[src/rtl/muldiv_sequencer.sv]
// muldiv_sequencer: iterative MULT/MULTU/DIV/DIVU unit that owns the HI/LO registers.
// The unit takes one operation at a time through the states IDLE -> RUN -> FIX -> IDLE.
// It works on operand magnitudes and restores the signs in FIX.
// The unit holds back the ID stage with stall while a dependent instruction waits.
// A branch flush drops an in-flight operation without touching HI/LO.
module muldiv_sequencer #(
    parameter int XLEN = 32
) (
    input  logic            clk,
    input  logic            rst_n,
    input  logic            start,
    input  logic [1:0]      op,
    input  logic [XLEN-1:0] rs_val,
    input  logic [XLEN-1:0] rt_val,
    input  logic            hilo_read,
    input  logic            flush,
    output logic            stall,
    output logic            busy,
    output logic            done,
    output logic            div_by_zero,
    output logic [XLEN-1:0] hi,
    output logic [XLEN-1:0] lo
);

    localparam int CNT_W = $clog2(XLEN) + 1;

    typedef enum logic [1:0] {
        IDLE = 2'd0,
        RUN  = 2'd1,
        FIX  = 2'd2
    } state_t;

    state_t state_q, state_d;

    // Iteration counter; counts the shift steps that have already been taken in RUN.
    logic [CNT_W-1:0] count_q;

    // Shared work registers. For a multiply, acc_q holds the high half of the running
    // product and mq_q holds the multiplier, which shifts out as product bits shift in.
    // For a divide, acc_q holds the partial remainder and mq_q holds the dividend,
    // which shifts out as quotient bits shift in.
    logic [XLEN-1:0] acc_q;
    logic [XLEN-1:0] mq_q;
    logic [XLEN-1:0] opb_q;      // |rt|: multiplicand or divisor magnitude

    logic is_div_q;              // operation is DIV/DIVU
    logic neg_res_q;             // signed op with differing operand signs
    logic neg_rem_q;             // signed divide with a negative dividend
    logic dz_q;                  // divide with a zero divisor

    // Decode of the incoming instruction.
    logic            op_signed;
    logic            op_div;
    logic            rs_neg;
    logic            rt_neg;
    logic [XLEN-1:0] rs_abs;
    logic [XLEN-1:0] rt_abs;
    logic            accept;
    logic            last_step;
    logic            commit;

    // One step of the iteration.
    logic [XLEN:0]   mul_sum;
    logic [XLEN:0]   div_shift;
    logic            div_ge;
    logic [XLEN-1:0] div_diff;
    logic [XLEN-1:0] acc_step;
    logic [XLEN-1:0] mq_step;

    // Sign fix-up of the finished magnitudes.
    logic [2*XLEN-1:0] prod_raw;
    logic [2*XLEN-1:0] prod_fix;
    logic [XLEN-1:0]   quot_fix;
    logic [XLEN-1:0]   rem_fix;
    logic [XLEN-1:0]   hi_fix;
    logic [XLEN-1:0]   lo_fix;

    assign op_signed = ~op[0];
    assign op_div    = op[1];
    assign rs_neg    = op_signed & rs_val[XLEN-1];
    assign rt_neg    = op_signed & rt_val[XLEN-1];
    assign rs_abs    = rs_neg ? (~rs_val + 1'b1) : rs_val;
    assign rt_abs    = rt_neg ? (~rt_val + 1'b1) : rt_val;

    assign busy      = (state_q != IDLE);
    assign accept    = (state_q == IDLE) & start & ~flush;
    assign last_step = (count_q == CNT_W'(XLEN - 1));
    assign commit    = (state_q == FIX) & ~flush;

    // Hold ID back while an operation is in flight and the ID instruction needs HI/LO
    // or wants to start another operation.
    assign stall = busy & (start | hilo_read);

    // Single-step datapath: a shift-add for a multiply, a restoring shift-subtract for a divide.
    always_comb begin
        // NOTE: every always_comb output gets a default first so no path can infer a latch.
        mul_sum   = '0;
        div_shift = '0;
        div_ge    = 1'b0;
        div_diff  = '0;
        acc_step  = acc_q;
        mq_step   = mq_q;

        if (is_div_q) begin
            div_shift = {acc_q, mq_q[XLEN-1]};
            div_ge    = (div_shift >= {1'b0, opb_q});
            // The remainder stays below the divisor, so the difference fits in XLEN bits.
            div_diff  = div_shift[XLEN-1:0] - opb_q;
            acc_step  = div_ge ? div_diff : div_shift[XLEN-1:0];
            mq_step   = {mq_q[XLEN-2:0], div_ge};
        end else begin
            mul_sum  = {1'b0, acc_q} + (mq_q[0] ? {1'b0, opb_q} : {(XLEN+1){1'b0}});
            acc_step = mul_sum[XLEN:1];
            mq_step  = {mul_sum[0], mq_q[XLEN-1:1]};
        end
    end

    // Apply the signs to the finished magnitudes and choose the values written to HI/LO.
    always_comb begin
        prod_raw = {acc_q, mq_q};
        prod_fix = neg_res_q ? (~prod_raw + 1'b1) : prod_raw;
        // With a zero divisor the restoring loop produces an all-ones quotient and leaves
        // the dividend magnitude as the remainder. The quotient must then stay all ones
        // whatever the signs are.
        quot_fix = dz_q ? {XLEN{1'b1}} : (neg_res_q ? (~mq_q + 1'b1) : mq_q);
        rem_fix  = neg_rem_q ? (~acc_q + 1'b1) : acc_q;
        hi_fix   = prod_fix[2*XLEN-1:XLEN];
        lo_fix   = prod_fix[XLEN-1:0];
        if (is_div_q) begin
            hi_fix = rem_fix;
            lo_fix = quot_fix;
        end
    end

    // Controller next-state: accept in IDLE, iterate XLEN steps, fix up, and abort on flush.
    always_comb begin
        state_d = state_q;
        case (state_q)
            IDLE: begin
                if (accept) begin
                    state_d = RUN;
                end
            end
            RUN: begin
                if (flush) begin
                    state_d = IDLE;
                end else if (last_step) begin
                    state_d = FIX;
                end
            end
            FIX: begin
                state_d = IDLE;
            end
            default: begin
                state_d = IDLE;
            end
        endcase
    end

    // State register.
    always_ff @(posedge clk or negedge rst_n) begin
        // NOTE: sequential state always uses non-blocking assignments. Then every register
        // samples values from before the edge, whatever order the blocks run in.
        if (!rst_n) begin
            state_q <= IDLE;
        end else begin
            state_q <= state_d;
        end
    end

    // Work registers: load the magnitudes on accept, then take one step per RUN cycle.
    always_ff @(posedge clk or negedge rst_n) begin
        // NOTE: the work registers are reset too. A reset then leaves no stale operand or
        // partial result behind, because every flop starts from a known value.
        if (!rst_n) begin
            count_q   <= '0;
            acc_q     <= '0;
            mq_q      <= '0;
            opb_q     <= '0;
            is_div_q  <= 1'b0;
            neg_res_q <= 1'b0;
            neg_rem_q <= 1'b0;
            dz_q      <= 1'b0;
        end else if (accept) begin
            count_q   <= '0;
            acc_q     <= '0;
            mq_q      <= rs_abs;
            opb_q     <= rt_abs;
            is_div_q  <= op_div;
            neg_res_q <= rs_neg ^ rt_neg;
            neg_rem_q <= op_div & rs_neg;
            dz_q      <= op_div & (rt_val == '0);
        end else if (state_q == RUN) begin
            count_q <= count_q + 1'b1;
            acc_q   <= acc_step;
            mq_q    <= mq_step;
        end
    end

    // Architectural HI/LO and the completion pulses. These are written only when FIX
    // completes without a flush.
    always_ff @(posedge clk or negedge rst_n) begin
        if (!rst_n) begin
            hi          <= '0;
            lo          <= '0;
            done        <= 1'b0;
            div_by_zero <= 1'b0;
        end else begin
            done        <= commit;
            div_by_zero <= commit & dz_q;
            if (commit) begin
                hi <= hi_fix;
                lo <= lo_fix;
            end
        end
    end

endmodule
[config.mk]
export PLATFORM = sky130hd
export DESIGN_NAME = muldiv_sequencer
export DESIGN_NICKNAME = d
export VERILOG_FILES = /design/src/rtl/muldiv_sequencer.sv
export SDC_FILE = /design/constraint.sdc
export NUM_CORES = 1
export LEC_CHECK = 0
export ABC_AREA = 1
export CAP_MARGIN = 15
export CORE_ASPECT_RATIO = 1.75
export CORE_MARGIN = 4
export CORE_UTILIZATION = 46
export DETAILED_ROUTE_END_ITERATION = 12
export PLACE_DENSITY = 0.66
export SLEW_MARGIN = 20
export SYNTH_ARGS = -nofsm -noshare
export SYNTH_HDL_FRONTEND = slang
export SYNTH_SLANG_ARGS = --single-unit
[constraint.sdc]
create_clock -name clk -period 3.4 [get_ports clk]
set_clock_uncertainty 0.1 [all_clocks]
set_input_delay 1.02 -clock clk [delete_from_list [all_inputs] [get_ports clk]]
set_output_delay 1.02 -clock clk [all_outputs]
set_load 0.05 [all_outputs]
==> results of run 1 <==
==> metal layers <==
layer	track usage [%]	part of all wire, %
met4	33.4	11
met1	36.5	32
met5	0	0
met2	67.6	51
met3	4.48	5.2
==> worst min path at each step <==
stage / slack, ps / from / endpoint / cells past startpoint
global placement: 370 / hi[25] / hi[25] / 2
finish: 360 / rst_n / opb_q[19] / 1
floorplan: 370 / opb_q[30] / opb_q[30] / 2
detailed placement: 370 / hi[30] / hi[30] / 2
CTS: 390 / rst_n / opb_q[19] / 1
global route: 390 / rst_n / opb_q[23] / 1
==> registers in the layout (all words and copies together) (netlist names) <==
| register | count |
|---|---|
| is_div_q | 1 |
| mq_q | 32 |
| done | 1 |
| lo | 32 |
| acc_q | 32 |
| hi | 32 |
| count_q | 6 |
| neg_rem_q | 1 |
| dz_q | 1 |
| state_q | 2 |
| div_by_zero | 1 |
| neg_res_q | 1 |
| opb_q | 32 |
==> area by class of cell <==
type	count	area [µm²]	area share (%)
clock buffer	18	439	2.15
clock inverter	14	199	0.975
inverter	445	1670	8.18
multi-input combinational	2239	11000	53.7
sequential	174	4360	21.3
tap	475	594	2.91
timing repair buffer	228	2180	10.7
==> cell usage after synthesis, drive strengths merged (17+ instances only) <==
library cell / number
a21oi: 110
a22oi: 23
a2bb2oi: 20
buf: 38
clkbuf: 52
dfrtp: 174
ha: 69
inv: 441
nand2: 973
nand3: 279
nand3b: 17
nand4: 58
nor2: 306
nor3: 38
o21ai: 200
o22ai: 18
xor2: 69
==> kinds of logic after synthesis <==
family	synth area share, %
and+or+nand+nor	40.7
DFF	25.1
buffers and inverters	11.9
AOI/OAI and AO/OA	13.2
adders and majority gates	5.20
xor gates and xnor gates	3.93
==> worst max-delay path, stage by stage (launching register included) <==
cell and delay (ps):
dfrtp_1 350, buf_4 290, nand2_1 90, inv_1 160, ha_1 310, a21oi_1 380, o21ai_1 220, nand2_1 120
nand2_1 90, nand2_1 90, nand2_1 140, nand2_1 130, nand2_1 60, nand2_1 60, nand3_1 210, nand3_1 170
nand2_1 50
==> where the power goes <==
part | leakage, nW | internal, mW | switching (mW) | total [mW]
Clock | 0.310 | 1.09 | 1.08 | 2.17
Combinational | 8.09 | 3.32 | 7.36 | 10.7
Sequential | 2.15 | 2.50 | 0.600 | 3.10
==> reports/results.tsv, run 1 <==
metric	value	unit
status	completed	
most frequent cells in the layout	968 x nand2_1, 436 x inv_1, 293 x nor2_1	
Final Setup Violations	0	
drt total wl	77.3	mm
number of global-route vias before repair	20317	
Non-Filler Instances	3593	
total power	16.0	mW
Final #Nets	3247	
FF-to-FF End	acc_q[29]	
Peak Freq	0.319	GHz
VDD IR max	0.000372	V
Cell Area, Synth	17400	µm²
r2r setup slk	270	ps
I/O pins	139	
first-pass GRT wire length	117	mm
register bit total from synthesis	174	
die width	155	µm
area leader, netlist	dfrtp_1	
RSZ-0062 raised after global routing	false	
worst setup path end	acc_q[29]	
largest net degree at the start of global routing	76	
die area	41100	µm²
Post-CTS Hold Fix Bufs	0	
Initial DRT Pass Iterations	6	
Post-Layout Inst Area	20400	µm²
Slew Limit Fails	0	
via-per-instance ratio	5.68	
via count	20394	
placed cell area	19800	µm²
# fillers	3868	
Antenna Violating Nets Remaining	0	
PwrDens	782	nW/µm²
CP startpoint	mq_q[0]	
CTS H-tree depth	4	
postcts setup bufs	0	
total grt overflow	0	
Util after Layout	55.0	%
TritonCTS clock tree	done	
Synth Flop Type	dfrtp_1	
crit path kind	register to register	
CP required	3660	ps
worst slew slack as a fraction of its limit	50.3	%
Syn Inst Count	2948	
Post-Place Cells	3561	
layout cell share with drive strength beyond 1	5.29	%
Yosys cell types	49	
Yosys Warn Count	0	
routed wire length per instance	21.5	µm
detailed placer's ending HPWL	61.7	mm
Clock Pin Slew Worst Setup and Hold Paths	80	ps
Resize count post-CTS	0	
gpl congestion	1.05	
sequential area share after synthesis	25.1	%
Fin. Hold Viols	0	
Clock Latency Late Sink	480	ps
Worst-Margin Slew	745	ps
Critical Path Sink Type	register	
clock buffer depth	2	
CTS sink count	174	
Reg2Reg Depth	16	
Synth Net Count	3090	
Initial DRC Count	1675	
most common cell after layout, fill and taps aside	nand2_1	
cts bufs inserted	17	
Initial Utilization	46.8	%
FFs w/ async S/R, synth	100	%
P&R area growth vs syn	17.5	%
crit-path max FO	23	
GRT Resource Usage Total	37.3	%
post-synth top area share	25.1	%
R2R Path Start	mq_q[0]	
worst setup slack after layout	266	ps
Post-synth EDFFs	0	
startpoint types	register	
Pleak	10.6	nW
Port Buf Inserts	138	
CTS root buf	clkbuf_16	
synthesized area per cell	5.89	µm²
share of the clock period used by the worst path	92.2	%
antenna violations before repair	0	
pre-CTS worst setup slack	142	ps
ANT cells	0	
setup TNS	0	ps
Hold Worst Slack	359	ps
FP Rows	93	
DRC violations left	0	
worst hold path type	primary input to async pin	
max cap viols	0	
Area contributors post-synth	dfrtp_1 25%, nand2_1 21%, inv_1 9.4%	
minimum clock period	3130	ps
Die Height	265	µm
WP data arrival	3390	ps
Placeable Area	37100	µm²
Note: power is estimated with default switching activity, not from simulation.
==> inputs of run 2 (changes only) <==
Settings changed: ABC_CLOCK_PERIOD_IN_PS set to 3400, CORE_UTILIZATION 46 to 40, PLACE_DENSITY 0.66 to 0.59.
==> reports/results.tsv, run 2 (synthesis results as in run 1) <==
metric	value	unit	change
status	completed		
Comb pwr share	68.1	%	+1.2 points
Slew Limit Fails	0		unchanged
Post-Place Cells	3676		+3.2%
Register Area	4360	µm²	unchanged
number of global-route vias before repair	20344		+0.13%
worst hold path type	primary input to async pin		
P&R area growth vs syn	19.3	%	
delay-heaviest family, CP	simple AND/OR/NAND/NOR gates		
r2r setup slk	240	ps	-30 ps
TritonCTS clock tree	done		
most frequent cells in the layout	968 x nand2_1, 436 x inv_1, 293 x nor2_1		
detailed placer's ending HPWL	66.1	mm	+7.1%
FF-to-FF End	acc_q[22]		
WP data arrival	3480	ps	+90 ps
Reg2Reg Depth	18		+2
Critical Path Sink Type	register		
Die Height	284	µm	+7.0%
die area	47000	µm²	+14%
area of the multi-input gates	11000	µm²	unchanged
via count	20181		-1.0%
Initial DRT Pass Iterations	8		+2
internal power	7.07	mW	+2.2%
setup TNS	0	ps	unchanged
WP buf/inv	3		+1
R2R Path Start	mq_q[0]		
CP required	3720	ps	+60 ps
# fillers	4696		+21%
worst slew slack as a fraction of its limit	49.0	%	-1.3 points
most common cell after layout, fill and taps aside	nand2_1		
Sw Pwr	9.41	mW	+4.1%
minimum clock period	3160	ps	+26.0 ps
Port Buf Inserts	138		unchanged
Non-Filler Instances	3708		+3.2%
Hold Worst Slack	363	ps	+4.02 ps
Initial Utilization	40.6	%	-6.2 points
cts bufs inserted	17		unchanged
CP most frequent cell	nand2_1		
largest net degree at the start of global routing	76		unchanged
postcts setup bufs	0		unchanged
CTS root buf	clkbuf_16		
Final #Nets	3276		+0.89%
Slowest-stage cell, CP	dfrtp_1		
Worst-Margin Slew	764	ps	+19.5 ps
startpoint types	register		
GRT Resource Usage Total	34.8	%	-2.5 points
Peak Freq	0.316	GHz	-0.82%
max cap viols	0		unchanged
CTS sink count	174		unchanged
first-pass GRT wire length	122	mm	+4.4%
gpl congestion	0.987		-5.7%
Sw Ratio	57.1	%	+0.46 points
antenna violations before repair	0		unchanged
crit-path max FO	14		-39%
ANT cells	0		unchanged
Slowest Stage Delay on Critical Path	520	ps	+140 ps
Clk pwr share	13.2	%	-0.4 points
DRC violations left	0		unchanged
part of the power in registers	18.8	%	-0.6 points
Antenna Violating Nets Remaining	0		unchanged
FP Rows	100		+7.5%
Clock Pin Slew Worst Setup and Hold Paths	90	ps	about the same
CTS H-tree depth	4		unchanged
share of the clock period used by the worst path	92.9	%	+0.76 points
crit path kind	register to register		
total grt overflow	0		unchanged
Fin. Hold Viols	0		unchanged
via-per-instance ratio	5.44		-4.1%
Pleak	10.7	nW	+1.3%
Placeable Area	42800	µm²	+15%
PwrDens	795	nW/µm²	+1.7%
clock buffer depth	2		unchanged
RSZ-0062 raised after global routing	false		
Clock Latency Late Sink	480	ps	about the same
Initial DRC Count	1592		-5.0%
CP Cell Sequence	buf_4 > nand2_1 > inv_1 > ha_1 > nand2_1 > nor2_1 > nand3_1 > nand3_1 > nand2_1 > nand2_1 > nand2_1 > nand2_1 > nand2_1 > nand3_1 > nand2_1 > inv_1 > nand2_1 > nand2_1		
Resize count post-CTS	0		unchanged
VDD IR max	0.000623	V	+67%
layout cell share with drive strength beyond 1	6.16	%	+0.87 points
Post-CTS Hold Fix Bufs	0		unchanged
Final Setup Violations	0		unchanged
routed wire length per instance	22.1	µm	+2.7%
drt total wl	82.0	mm	+6.0%
die width	166	µm	+6.9%
I/O pins	139		unchanged
## run 2: changes by cell type in the layout (fill, tap and decap cells not counted)
cell / delta
clkinv_4: +1
buf_12: -1
inv_8: -3
bufinv_16: -1
clkbuf_8: -1
inv_12: +4
buf_4: +30
## run 2: how the worst max path moves through the flow
stage / from / to / slack, ps / depth (start not counted)
detailed placement: rs_val[0] / mq_q[27] / 140 / 11
floorplan: hilo_read / stall / 590 / 2
finish: mq_q[0] / acc_q[22] / 240 / 18
global placement: rs_val[0] / mq_q[27] / 170 / 11
CTS: mq_q[0] / acc_q[22] / 310 / 18
global route: mq_q[0] / acc_q[26] / 140 / 17
## run 2: metrics by stage
| stage | instance area (µm²) | worst slack [ps] | utilization [%] | power (mW) |
|---|---|---|---|---|
| floorplan | 17400 | 587 | - | 9.62 |
| global placement | 20100 | 172 | 46.9 | 14.0 |
| detailed placement | 20100 | 138 | 46.9 | 14.0 |
| CTS | 20700 | 307 | 48.4 | 16.3 |
| global route | 20700 | 140 | 48.4 | 17.6 |
| finish | 20700 | 240 | 48.4 | 16.5 |
## run 2: per-layer routing
layer,up-vias,share of wire (%),GRT usage (%)
li1,9810,-,-
met4,0,13,34.0
met3,322,4.3,4.82
met2,713,50,60.7
met1,9336,34,33.9
met5,-,0,0
## run 2: power by group through the flow
stage          logic, mW  clock network [mW]  registers (mW)
3_3_place_gp        10.9                   0            3.10
6_report            11.2                2.17            3.09
4_1_cts             11.0                2.20            3.07
5_1_grt             12.2                2.27            3.11
2_1_floorplan       6.57                   0            3.05
3_5_place_dp        10.9                   0            3.10
## run 2: area by class of cell
type,count,area share (%)
Clock inverter,15,1.01
Tap cell,561,3.39
Inverter,445,8.06
Timing Repair Buffer,257,11.5
Sequential cell,174,21.0
Multi-Input combinational cell,2239,52.9
Clock buffer,17,2.05
